[src/rtl/mips_mem_pkg.sv]
// Shared store-path types: access-size codes and queued store entry.
// Lane payload is split out so the aligner can return it as one bundle.
package mips_mem_pkg;

  localparam logic [1:0] SZ_BYTE = 2'b00;
  localparam logic [1:0] SZ_HALF = 2'b01;
  localparam logic [1:0] SZ_WORD = 2'b10;

  localparam int unsigned ENTRY_AW = 32;

  typedef struct packed {
    logic [31:0] data;
    logic [3:0]  be;
  } lane_t;

  typedef struct packed {
    logic [ENTRY_AW-1:0] addr;
    logic [31:0]         data;
    logic [3:0]          be;
  } store_entry_t;

endpackage

[src/rtl/store_lane_align.sv]
// Combinational store lane placement and byte-enable generation.
// Reserved size 2'b11 is handled as a word access.
module store_lane_align
  import mips_mem_pkg::*;
(
  input  logic [1:0]  off,
  input  logic [1:0]  size,
  input  logic [31:0] data,
  output lane_t       lane,
  output logic        misaligned
);

  always_comb begin
    lane       = '0;
    misaligned = 1'b0;
    unique case (1'b1)
      (size == SZ_BYTE): begin
        lane.data = {4{data[7:0]}};
        lane.be   = 4'b0001 << off;
      end
      (size == SZ_HALF): begin
        lane.data  = {2{data[15:0]}};
        lane.be    = off[1] ? 4'b1100 : 4'b0011;
        misaligned = off[0];
      end
      default: begin
        lane.data  = data;
        lane.be    = 4'b1111;
        misaligned = (off != 2'b00);
      end
    endcase
  end

endmodule

[src/rtl/store_align_buffer.sv]
// Store lane aligner plus FIFO between MEM stage and data-memory port.
// Define MISALIGN_TRAP_EN to drop misaligned stores and flag them.
module store_align_buffer
  import mips_mem_pkg::*;
#(
  parameter int DEPTH  = 4,
  parameter int ADDR_W = 32
) (
  input  logic                     clk,
  input  logic                     rst_n,
  input  logic                     in_valid,
  output logic                     in_ready,
  input  logic [ADDR_W-1:0]        in_addr,
  input  logic [1:0]               in_size,
  input  logic [31:0]              in_data,
  output logic                     mem_valid,
  input  logic                     mem_ready,
  output logic [ADDR_W-1:0]        mem_addr,
  output logic [31:0]              mem_data,
  output logic [3:0]               mem_be,
  output logic [$clog2(DEPTH):0]   count,
  output logic                     misalign_err,
  output logic [ADDR_W-1:0]        err_addr
);

  localparam int PW = $clog2(DEPTH);

  logic [PW:0]       wr_ptr;
  logic [PW:0]       rd_ptr;
  logic [ADDR_W-1:0] addr_q [DEPTH];
  lane_t             lane_q [DEPTH];
  lane_t             lane;
  logic              mis;
  logic              full;
  logic              empty;
  logic              push;
  logic              pop;
  logic              enq;

  store_lane_align u_align (
    .off        (in_addr[1:0]),
    .size       (in_size),
    .data       (in_data),
    .lane       (lane),
    .misaligned (mis)
  );

  // extra pointer bit separates full from empty
  assign empty = (wr_ptr == rd_ptr);
  assign full  = (wr_ptr[PW] != rd_ptr[PW]) &&
                 (wr_ptr[PW-1:0] == rd_ptr[PW-1:0]);

  assign in_ready  = !full;
  assign mem_valid = !empty;
  assign count     = wr_ptr - rd_ptr;

  assign push = in_valid && in_ready;
  assign pop  = mem_valid && mem_ready;

`ifdef MISALIGN_TRAP_EN
  assign enq = push && !mis;

  always_ff @(posedge clk or negedge rst_n) begin
    if (!rst_n) begin
      misalign_err <= 1'b0;
      err_addr     <= '0;
    end else begin
      misalign_err <= push && mis;
      if (push && mis) err_addr <= in_addr;
    end
  end
`else
  logic unused_mis;
  assign unused_mis   = mis;
  assign enq          = push;
  assign misalign_err = 1'b0;
  assign err_addr     = '0;
`endif

  always_ff @(posedge clk or negedge rst_n) begin
    if (!rst_n) begin
      wr_ptr <= '0;
      rd_ptr <= '0;
      for (int i = 0; i < DEPTH; i++) begin
        addr_q[i] <= '0;
        lane_q[i] <= '0;
      end
    end else begin
      if (enq) begin
        addr_q[wr_ptr[PW-1:0]] <= {in_addr[ADDR_W-1:2], 2'b00};
        lane_q[wr_ptr[PW-1:0]] <= lane;
        wr_ptr <= wr_ptr + 1'b1;
      end
      if (pop) rd_ptr <= rd_ptr + 1'b1;
    end
  end

  assign mem_addr = addr_q[rd_ptr[PW-1:0]];
  assign mem_data = lane_q[rd_ptr[PW-1:0]].data;
  assign mem_be   = lane_q[rd_ptr[PW-1:0]].be;

endmodule
[config.mk]
export PLATFORM = sky130hd
export DESIGN_NAME = store_align_buffer
export DESIGN_NICKNAME = d
export VERILOG_FILES = /design/src/rtl/mips_mem_pkg.sv /design/src/rtl/store_lane_align.sv /design/src/rtl/store_align_buffer.sv
export SDC_FILE = /design/constraint.sdc
export NUM_CORES = 1
export LEC_CHECK = 0
export ABC_AREA = 1
export CELL_PAD_IN_SITES_DETAIL_PLACEMENT = 0
export CELL_PAD_IN_SITES_GLOBAL_PLACEMENT = 1
export CORE_ASPECT_RATIO = 1.75
export CORE_UTILIZATION = 45
export DETAILED_ROUTE_END_ITERATION = 10
export GPL_TIMING_DRIVEN = 0
export PLACE_DENSITY = 0.93
export SLEW_MARGIN = 10
export SYNTH_ARGS = -nofsm -noshare
export SYNTH_HDL_FRONTEND = slang
export SYNTH_SLANG_ARGS = --single-unit
export TNS_END_PERCENT = 1
[constraint.sdc]
create_clock -name clk -period 3.9 [get_ports clk]
set_input_delay 0.78 -clock clk [delete_from_list [all_inputs] [get_ports clk]]
set_output_delay 0.78 -clock clk [all_outputs]
set_load 0.01 [all_outputs]
# Word-level counts from Yosys, hierarchy flattened
# Index checks and enable logic that the tools add are counted.
[classes]
n_reduce_logical = 7
shifts = 1
n_lt_le_gt_ge = 3
muxes = 14
addsub = 3
bitwise = 2
n_eq_ne = 4
[op_table]
columns = ["operator", "count"]
rows = [
  ["144-bit bitwise mux", 1],
  ["128-bit bitwise mux", 1],
  ["36-bit 2-to-1 mux", 3],
  ["32-bit 2-to-1 mux", 3],
  ["36-bit binary-select mux with 2-bit select", 1],
  ["36-bit demux with 2-bit select", 1],
  ["36-bit one-hot mux with 2 select lines", 1],
  ["32-bit binary-select mux with 2-bit select", 1],
  ["32-bit demux with 2-bit select", 1],
  ["3-bit by 1-bit adder with 3-bit output (second input constant)", 2],
  ["3-bit >= comparator (second input constant)", 2],
  ["2-bit NOT with 3-bit output", 2],
  ["1-bit logical AND", 4],
  ["4-bit 2-to-1 mux", 1],
  ["1-bit by 2-bit << shifter with 4-bit output (first input constant)", 1],
  ["3-bit equality test", 1],
  ["3-bit by 1-bit less-than comparator with 1-bit output (second input constant)", 1],
  ["3-bit subtractor", 1],
  ["2-bit by 1-bit equality test with 1-bit output (second input constant)", 1],
  ["2-bit equality test", 1],
  ["1-bit zero test", 2],
  ["2-bit zero test", 1],
  ["1-bit != test", 1],
]
[totals]
register_bits = 278
output_inout_bits = 106
inputBits = 70

# Logic depth before layout (Yosys ltp)
# Gate-level depths: netlist of run 1.
[logic_depth]
ltp_word = 6
ltp_mapped = 12
ltp_nobuf = 9

# Cells and area by module
# From an unflattened synthesis of run 1, not the netlist that was laid out.
[hier_totals]
cells_unflattened = 1737
hier_area_um2 = 13923.4
[by_module_without_submodules]
columns = ["mod", "area_each_um2", "n_inst", "cells_per_inst"]
rows = [
  ["store_align_buffer", 13340.3, 1, 1637],
  ["store_lane_align", 583.1, 1, 100],
]

# Least setup slack after synthesis of run 1
# OpenSTA, ideal clock, no wires.
[synth_path]
path_type = "register to output"
from = "register rd_ptr[1]"
to = "output in_ready"
slack_ns = 1.406
t_arrival_ns = 1.714
required_time_ns = 3.120
path_stages_with_launch = 10
cell_sequence = "dfrtp_1 -> inv_1 -> buf_2 -> clkbuf_1 -> ha_1 -> nand2_1 -> inv_1 -> nand3_4 -> buf_4 -> buf_4"
[synth_between]
elab_chain_len = 3
[synth_lines]
columns = ["item", "line", "source"]
rows = [
  ["start, declared", "store_align_buffer.sv:29", "logic [PW:0] rd_ptr;"],
  ["start signal, assigned", "store_align_buffer.sv:94", "if (pop) rd_ptr <= rd_ptr + 1'b1;"],
  ["2-bit equality test", "store_align_buffer.sv:51", "(wr_ptr[PW-1:0] == rd_ptr[PW-1:0]);"],
  ["1-bit logical AND", "store_align_buffer.sv:50", "assign full = (wr_ptr[PW] != rd_ptr[PW]) &&"],
  ["1-bit zero test", "store_align_buffer.sv:53", "assign in_ready = !full;"],
  ["end, declared", "store_align_buffer.sv:12", "output logic in_ready,"],
]
# Every way passes these cells.

# Worst setup path after layout of run 1
[layout_path]
from = "register rd_ptr[0]"
to = "output mem_data[30]"
[layout_between]
elab_chain_len = 4
[layout_lines]
columns = ["item", "line", "source"]
rows = [
  ["2-bit NOT with 3-bit output (implied by the code)", "store_align_buffer.sv:99", "assign mem_data = lane_q[rd_ptr[PW-1:0]].data;"],
  ["36-bit binary-select mux with 2-bit select", "store_align_buffer.sv:99", ""],
  ["36-bit 2-to-1 mux", "n/a", ""],
  ["36-bit 2-to-1 mux (implied by the code)", "store_align_buffer.sv:99", ""],
  ["end, declared", "store_align_buffer.sv:19", "output logic [31:0] mem_data,"],
]
# Every way passes these cells. The select of a mux whose other input is x is not followed.

==> metrics.cfg, run 1 <==
[outcome]
status = finished, violations left
violations = negative setup slack

[clocking]
cts_tree = yes
clk-insertion-delay-late_ns = 0.56
hold_buffers = 0
cts_max_level = 1
clk_pin_slew_ns = 0.06
root_buffer = clkbuf_16
numCtsBuffers = 26
cts_buffer_depth = 3
cts.sinks = 270

[power]
p_sw_share_pct = 44.7
ir_worst_vdd_v = 0.000451
intPower_uw = 8640
p_leak_uw = 0.00818
comb_power_share_pct = 52.8
p_per_area_mw_per_mm2 = 941
seq_power_share_pct = 30.6
pwr-share-clk_pct = 16.7
p_sw_uw = 6990

[worst_setup_path]
cp_top_family = buffers and inverters
critPathSlowestCell = clkbuf_1
cpPeakStageDelay_ns = 0.61
crit_chain = buf_2 > buf_2 > clkbuf_1 > nor2_1 > o22ai_1 > clkdlybuf4s50_1
crit_top_cell = buf_2
required_ns = 3.12
start_kind = register
end_kind = output pin
path_class = reg2out
path_max_fanout = 10
crit_buf_inv = 4
cp.arrival_ns = 3.19

[die]
die_area_sq_mm = 0.0311
die_w_microns = 134
ioPinCount = 176
initial_core_util_pct = 45.7
std_cell_rows = 84
core-area_sq_mm = 0.0300
die_h_microns = 233

[yosys]
ys_dominant_reg_cell = dfrtp_1
syn_area_per_cell_sq_um = 7.92
synth.ff_latch_count = 270
synth_cells = 1727
synth_edf_count = 0
synth_warnings = 0
syn-cell-area_sq_mm = 0.0137
synth_seq_area_share_pct = 49.4
ys_types = 20
async_flop_share_pct = 100

[sta]
setup_violations = 3
postLayoutSetupSlackWorst_ns = -0.0693
fmax_ghz = 0.252
worst_pin_slew_ns = 0.868
drv_slew = 0
fin_setup_tns_ns = -0.122
fin_crit_ns = 3.97
hold_viol_final = 0
finalCritPeriodShare_pct = 102
finClkSkew_ns = 0.0126
holdWs_ns = 0.261
slew_headroom_pct = 42.2
rsz0062_at_grt = true

[global_route]
antenna_found_initial = 0
grt_pass1_wl_microns = 75700
grt_pass1_vias = 13700
overflow = 0
grt_max_degree = 105
gr-usage-all-layers_pct = 32.1

[layout]
syn_to_final_growth_pct = 21.5
num_antenna_cells = 0
multi_input_area_sq_mm = 0.00595
register_area_sq_mm = 0.00676
fillers = 2842
nets = 2007
drive_gt1_share_pct = 8.32

[hold_path]
hold_path.class = in2async

[route]
drc = 0
vias = 13600
routedWlPerCell_microns = 21.2
drtIter0Drc = 1160
drt_pre_antenna_iters = 6
postRouteAntennaNets = 0
routed_via_density = 5.83
drt-total-wl_microns = 49400

[place]
numPortBuffers = 137
dpl.hpwl_microns = 36400
gp_congestion = 0.948

[flow_run]
drv_cap = 0

[registers in the layout, summed over array words and instances (netlist names)]
| signal | flops |
|---|---|
| addr_q | 120 |
| lane_q | 144 |
| rd_ptr | 3 |
| wr_ptr | 3 |
[logic make-up (layout without fill, tap and decap cells)]
group | count (synthesis) | after routing | share of synthesized area, %
compound gates | 210 | 210 | 8.29
xor+xnor | 3 | 3 | 0.192
fa+ha+maj | 8 | 8 | 0.787
buf+inv | 214 | 399 | 8.00
flops | 270 | 270 | 49.4
other cells | 1 | 35 | 0.0274
simple gates | 1021 | 1021 | 33.3
[worst paths after layout]
| path | to | cells past startpoint | from | slack, ns |
|---|---|---|---|---|
| min in group clk | addr_q[50]$_DFFE_PN0P_ | 2 | addr_q[50]$_DFFE_PN0P_ | 0.46 |
| setup reg to reg | lane_q[33]$_DFFE_PN0P_ | 11 | rd_ptr[1]$_DFFE_PN0P_ | 1.29 |
| hold reg to reg | addr_q[50]$_DFFE_PN0P_ | 2 | addr_q[50]$_DFFE_PN0P_ | 0.46 |
| hold / removal | lane_q[138]$_DFFE_PN0P_ | 1 | rst_n | 0.26 |
| setup / recovery | mem_data[30] | 6 | rd_ptr[0]$_DFFE_PN0P_ | -0.07 |
| max in group asynchronous | addr_q[3]$_DFFE_PN0P_ | 2 | rst_n | 2.64 |
[power groups by stage]
stage	registers (uW)	clock network (uW)	logic [uW]
after floorplan	4600	0	4640
after detailed placement	4790	0	8060
final	4780	2600	8250
after global placement	4760	0	7930
after global routing	4900	2730	8900
after CTS	4760	2620	8110
[through the flow]
step / std cells / power [uW] / area [sq um] / setup WS, ns / util (%)
3_3_place_gp: 2285 / 12700 / 15700 / -9.47 / 52.3
2_1_floorplan: 1761 / 9230 / 13800 / 1.41 / -
3_5_place_dp: 2287 / 12900 / 15700 / 0.0511 / 52.5
5_1_grt: 2333 / 16500 / 16600 / -0.0282 / 55.5
6_report: 2333 / 15600 / 16600 / -0.0693 / 55.5
4_1_cts: 2332 / 15500 / 16600 / -0.0192 / 55.4
[per-layer routing]
metal	wire, microns	GRT usage, %	vias to the layer above	part of all wire [%]
li1	-	-	6239	-
met1	17000	34.3	6418	34
met2	24700	56.9	717	50
met3	3670	4.27	218	7.4
met4	4050	24.3	0	8.2
met5	0	0	-	0
[layout by cell type, fill, tap and decap left out]
master           Yosys  layout
nand2_1            600     600
dfrtp_1            270     269
nand4_1            264     264
o21ai_0            144     144
clkdlybuf4s50_1      0     136
nor2_1             134     134
clkbuf_1            67      66
o22ai_1             66      66
buf_4               64      64
buf_2               40      37
conb_1               1      35
buf_1               29      29
clkbuf_16            0      26
nand3_1             18      18
inv_1               12      12
clkbuf_8             0       7
ha_1                 7       7
clkbuf_2             1       6
nand3_2              4       4
clkinv_2             0       4
xnor2_1              3       3
buf_6                0       2
clkbuf_4             0       2
bufinv_16            0       2
buf_16               0       2
inv_2                1       1
nand3_4              1       1
fa_1                 1       1
clkinv_8             0       1
clkinvlp_4           0       1
buf_8                0       1
dfrtp_2              0       1
[synthesized netlist by cell type (3+ instances only)]
cell type    n  area share, %
nand3_1     18           0.66
o22ai_1     66            3.0
buf_1       29           0.80
buf_4       64            3.5
clkbuf_1    67            1.8
nand4_1    264             12
ha_1         7           0.64
o21ai_0    144            5.3
nand2_1    600             16
dfrtp_1    270             49
nor2_1     134            3.7
nand3_2      4           0.29
xnor2_1      3           0.19
buf_2       40            1.5
inv_1       12           0.33
[area by class of cell]
class / instances / share of cell area [%]
sequential: 270 / 40.7
timing repair buffer: 140 / 8.66
inverter: 13 / 0.294
tap: 387 / 2.91
multi-input combinational: 1277 / 35.8
clock buffer: 37 / 4.53
clock inverter: 8 / 0.625
buffer: 201 / 6.48
[what timing repair did]
item	4_1_cts	5_1_grt
gates resized for setup	9	6
setup endpoints to repair	22	7
setup buffers	0	1
Power figures use the tool's default switching activity.
==> inputs of run 2 (changes only) <==
Settings changed: ABC_AREA 1 to unset, PLACE_DENSITY 0.93 to 0.85.
==> metrics.cfg, run 2 <==
[route]
drt_pre_antenna_iters = 5
drc = 0
routed_via_density = 5.09
routedWlPerCell_microns = 20.6
drt-total-wl_microns = 28500
postRouteAntennaNets = 0
drtIter0Drc = 270
vias = 7041

[sta]
setup_violations = 0
finClkSkew_ns = 0.0104
worst_pin_slew_ns = 0.895
hold_viol_final = 0
holdWs_ns = 0.220
postLayoutSetupSlackWorst_ns = 0.179
drv_slew = 0
fin_crit_ns = 3.72
finalCritPeriodShare_pct = 95.4
rsz0062_at_grt = false
fmax_ghz = 0.269
slew_headroom_pct = 40.4

[place]
placedCellCount = 1336
numPortBuffers = 140
pre_cts_ws_ns = 0.300
dpl.hpwl_microns = 20000
gp_congestion = 0.761

[power]
p_sw_share_pct = 30.8
power_uw = 14900
ir_worst_vdd_v = 0.000475
seq_power_share_pct = 33.5
intPower_uw = 10300
pwr-share-clk_pct = 18.2
p_per_area_mw_per_mm2 = 936
comb_power_share_pct = 48.3
p_sw_uw = 4600
p_leak_uw = 0.00738

[layout]
finalNonFillerCells = 1382
layout_common_cells = 270 x dfrtp_1, 141 x mux2_2, 139 x clkdlybuf4s50_1, 96 x mux2_4, 66 x mux4_2
num_antenna_cells = 0
nets = 1068
drive_gt1_share_pct = 42.4
largest_reg_flops = 144
final_util_pct = 56.8
largest_register = lane_q
final_common_cell = dfrtp_1
fillers = 2272
reg.largest.list = lane_q x144, addr_q x120
syn_to_final_growth_pct = 23.1

[worst_setup_path]
start_kind = register
timing.rr.start = rd_ptr[1]$_DFFE_PN0P_
path_max_fanout = 10
timing.reg2reg.setup_slack_ns = 0.64
cp.arrival_ns = 2.94
r2r_cells = 10
required_ns = 3.12
end_kind = output pin
reg2reg_to = addr_q[30]$_DFFE_PN0P_
path_class = reg2out

[yosys]
async_flop_share_pct = 100
synth_warnings = 0
synth_seq_area_share_pct = 52.2
synth_most_common_cell = dfrtp_1
synth_cells = 787
syn-cell-area_sq_mm = 0.0130
synth_commonest_cells = 270 x dfrtp_1, 141 x mux2_2, 96 x mux2_4
syn_area_per_cell_sq_um = 16.5
ys_dominant_reg_cell = dfrtp_1
synth.ff_latch_count = 270
synth_top_area_share_pct = 52.2
ys_types = 27
synth_edf_count = 0
yosys.area.top_type = dfrtp_1
yosys-top-cells-area = dfrtp_1 52%, mux2_2 12%, mux4_2 11%

[clocking]
clk_pin_slew_ns = 0.07
clk-insertion-delay-late_ns = 0.54
cts.sinks = 270
cts_max_level = 1
cts_buffer_depth = 3
root_buffer = clkbuf_16
cts_tree = yes
numCtsBuffers = 25

[die]
die_area_sq_mm = 0.0295
core-area_sq_mm = 0.0281
ioPinCount = 176
std_cell_rows = 81
initial_core_util_pct = 46.1
die_w_microns = 130
die_h_microns = 226

[global_route]
grt_max_degree = 102
grt_pass1_vias = 7803
overflow = 0
grt_pass1_wl_microns = 45500
gr-usage-all-layers_pct = 20.7
antenna_found_initial = 0

[outcome]
status = completed

[flow_run]
drv_cap = 0

[hold_path]
hold_path.class = in2async

run 2: cell count changes after synthesis, moves of 40 or more:
cell,delta
clkbuf_1,-60
nor2_1,-132
mux2i_1,+40
nand2_1,-599
o21ai_0,-142
mux2_2,+141
nand4_1,-264
o22ai_1,-66
mux2_4,+96
mux4_2,+66
run 2: cell type report:
cell class / count / area, sq um / share of cell area (%)
Timing Repair Buffer: 142 / 1460 / 9.17
Tap cell: 373 / 467 / 2.93
Clock inverter: 12 / 198 / 1.24
Clock buffer: 34 / 719 / 4.51
Multi-Input combinational cell: 431 / 5590 / 35.1
Inverter: 38 / 143 / 0.895
Buffer: 82 / 608 / 3.81
Sequential cell: 270 / 6760 / 42.4
run 2: cells by family (layout without fill, tap and decap cells):
kind of cell | count (synthesis) | in the layout | share of synthesized area (%)
and+or+nand+nor | 6 | 6 | 0.213
other | 1 | 35 | 0.0290
buffers and inverters | 120 | 308 | 5.68
adders and majority gates | 8 | 8 | 0.831
xor gates and xnor gates | 7 | 7 | 0.531
muxes | 364 | 364 | 39.8
AOI/OAI and AO/OA | 11 | 11 | 0.773
DFF | 270 | 270 | 52.2
run 2: how the worst max path moves through the flow:
stage                     startpoint                 endpoint  slack, ns  cells past startpoint
5_1_grt        rd_ptr[1]$_DFFE_PN0P_                mem_valid       0.04                      7
3_3_place_gp                   rst_n   addr_q[70]$_DFFE_PN0P_      -9.41                      1
2_1_floorplan  rd_ptr[1]$_DFFE_PN0P_  addr_q[122]$_DFFE_PN0P_       1.30                     10
3_5_place_dp   rd_ptr[1]$_DFFE_PN0P_   addr_q[30]$_DFFE_PN0P_       0.30                     10
6_report       rd_ptr[1]$_DFFE_PN0P_                mem_valid       0.18                      7
4_1_cts        rd_ptr[0]$_DFFE_PN0P_             mem_data[16]       0.01                      5
run 2: timing repair:
item	4_1_cts	5_1_grt
hold buffers	0	0
buffers inserted	0	0
endpoints found under the hold margin	0	0
gates cloned	0	0
setup endpoints to repair	22	12
resized for setup	4	3
run 2: per-layer routing:
| metal | share of wire, % | up-vias | track usage [%] | wire [microns] |
|---|---|---|---|---|
| met2 | 55 | 149 | 37.6 | 15700 |
| met1 | 39 | 3690 | 25.3 | 11200 |
| met4 | 2.2 | 0 | 6.23 | 631 |
| met3 | 3.5 | 30 | 2.38 | 993 |
| li1 | - | 3172 | - | - |
| met5 | 0 | - | 0 | 0 |
run 2: worst max-delay path, stage by stage (launching register included):
cell and delay, ns:
dfrtp_1 0.41, clkbuf_1 0.28, clkbuf_4 0.33, buf_2 0.32, inv_1 0.08, ha_1 0.32, nand3_1 0.12, clkdlybuf4s50_1 0.55
run 2: metrics by stage:
| step | TNS, ns | cell area (sq um) |
|---|---|---|
| global placement | -2532.60 | 14900 |
| CTS | 0 | 15900 |
| detailed placement | 0 | 15000 |
| finish | 0 | 15900 |
| floorplan | 0 | 13100 |
| global route | 0 | 15900 |
run 2: power by group through the flow:
stage	Sequential, uW	Clock [uW]	Combinational, uW
after floorplan	4770	0	4760
after global placement	4970	0	7180
after detailed placement	5030	0	7290
after CTS	5000	2790	7340
after global routing	5170	2880	7740
final	5000	2720	7200
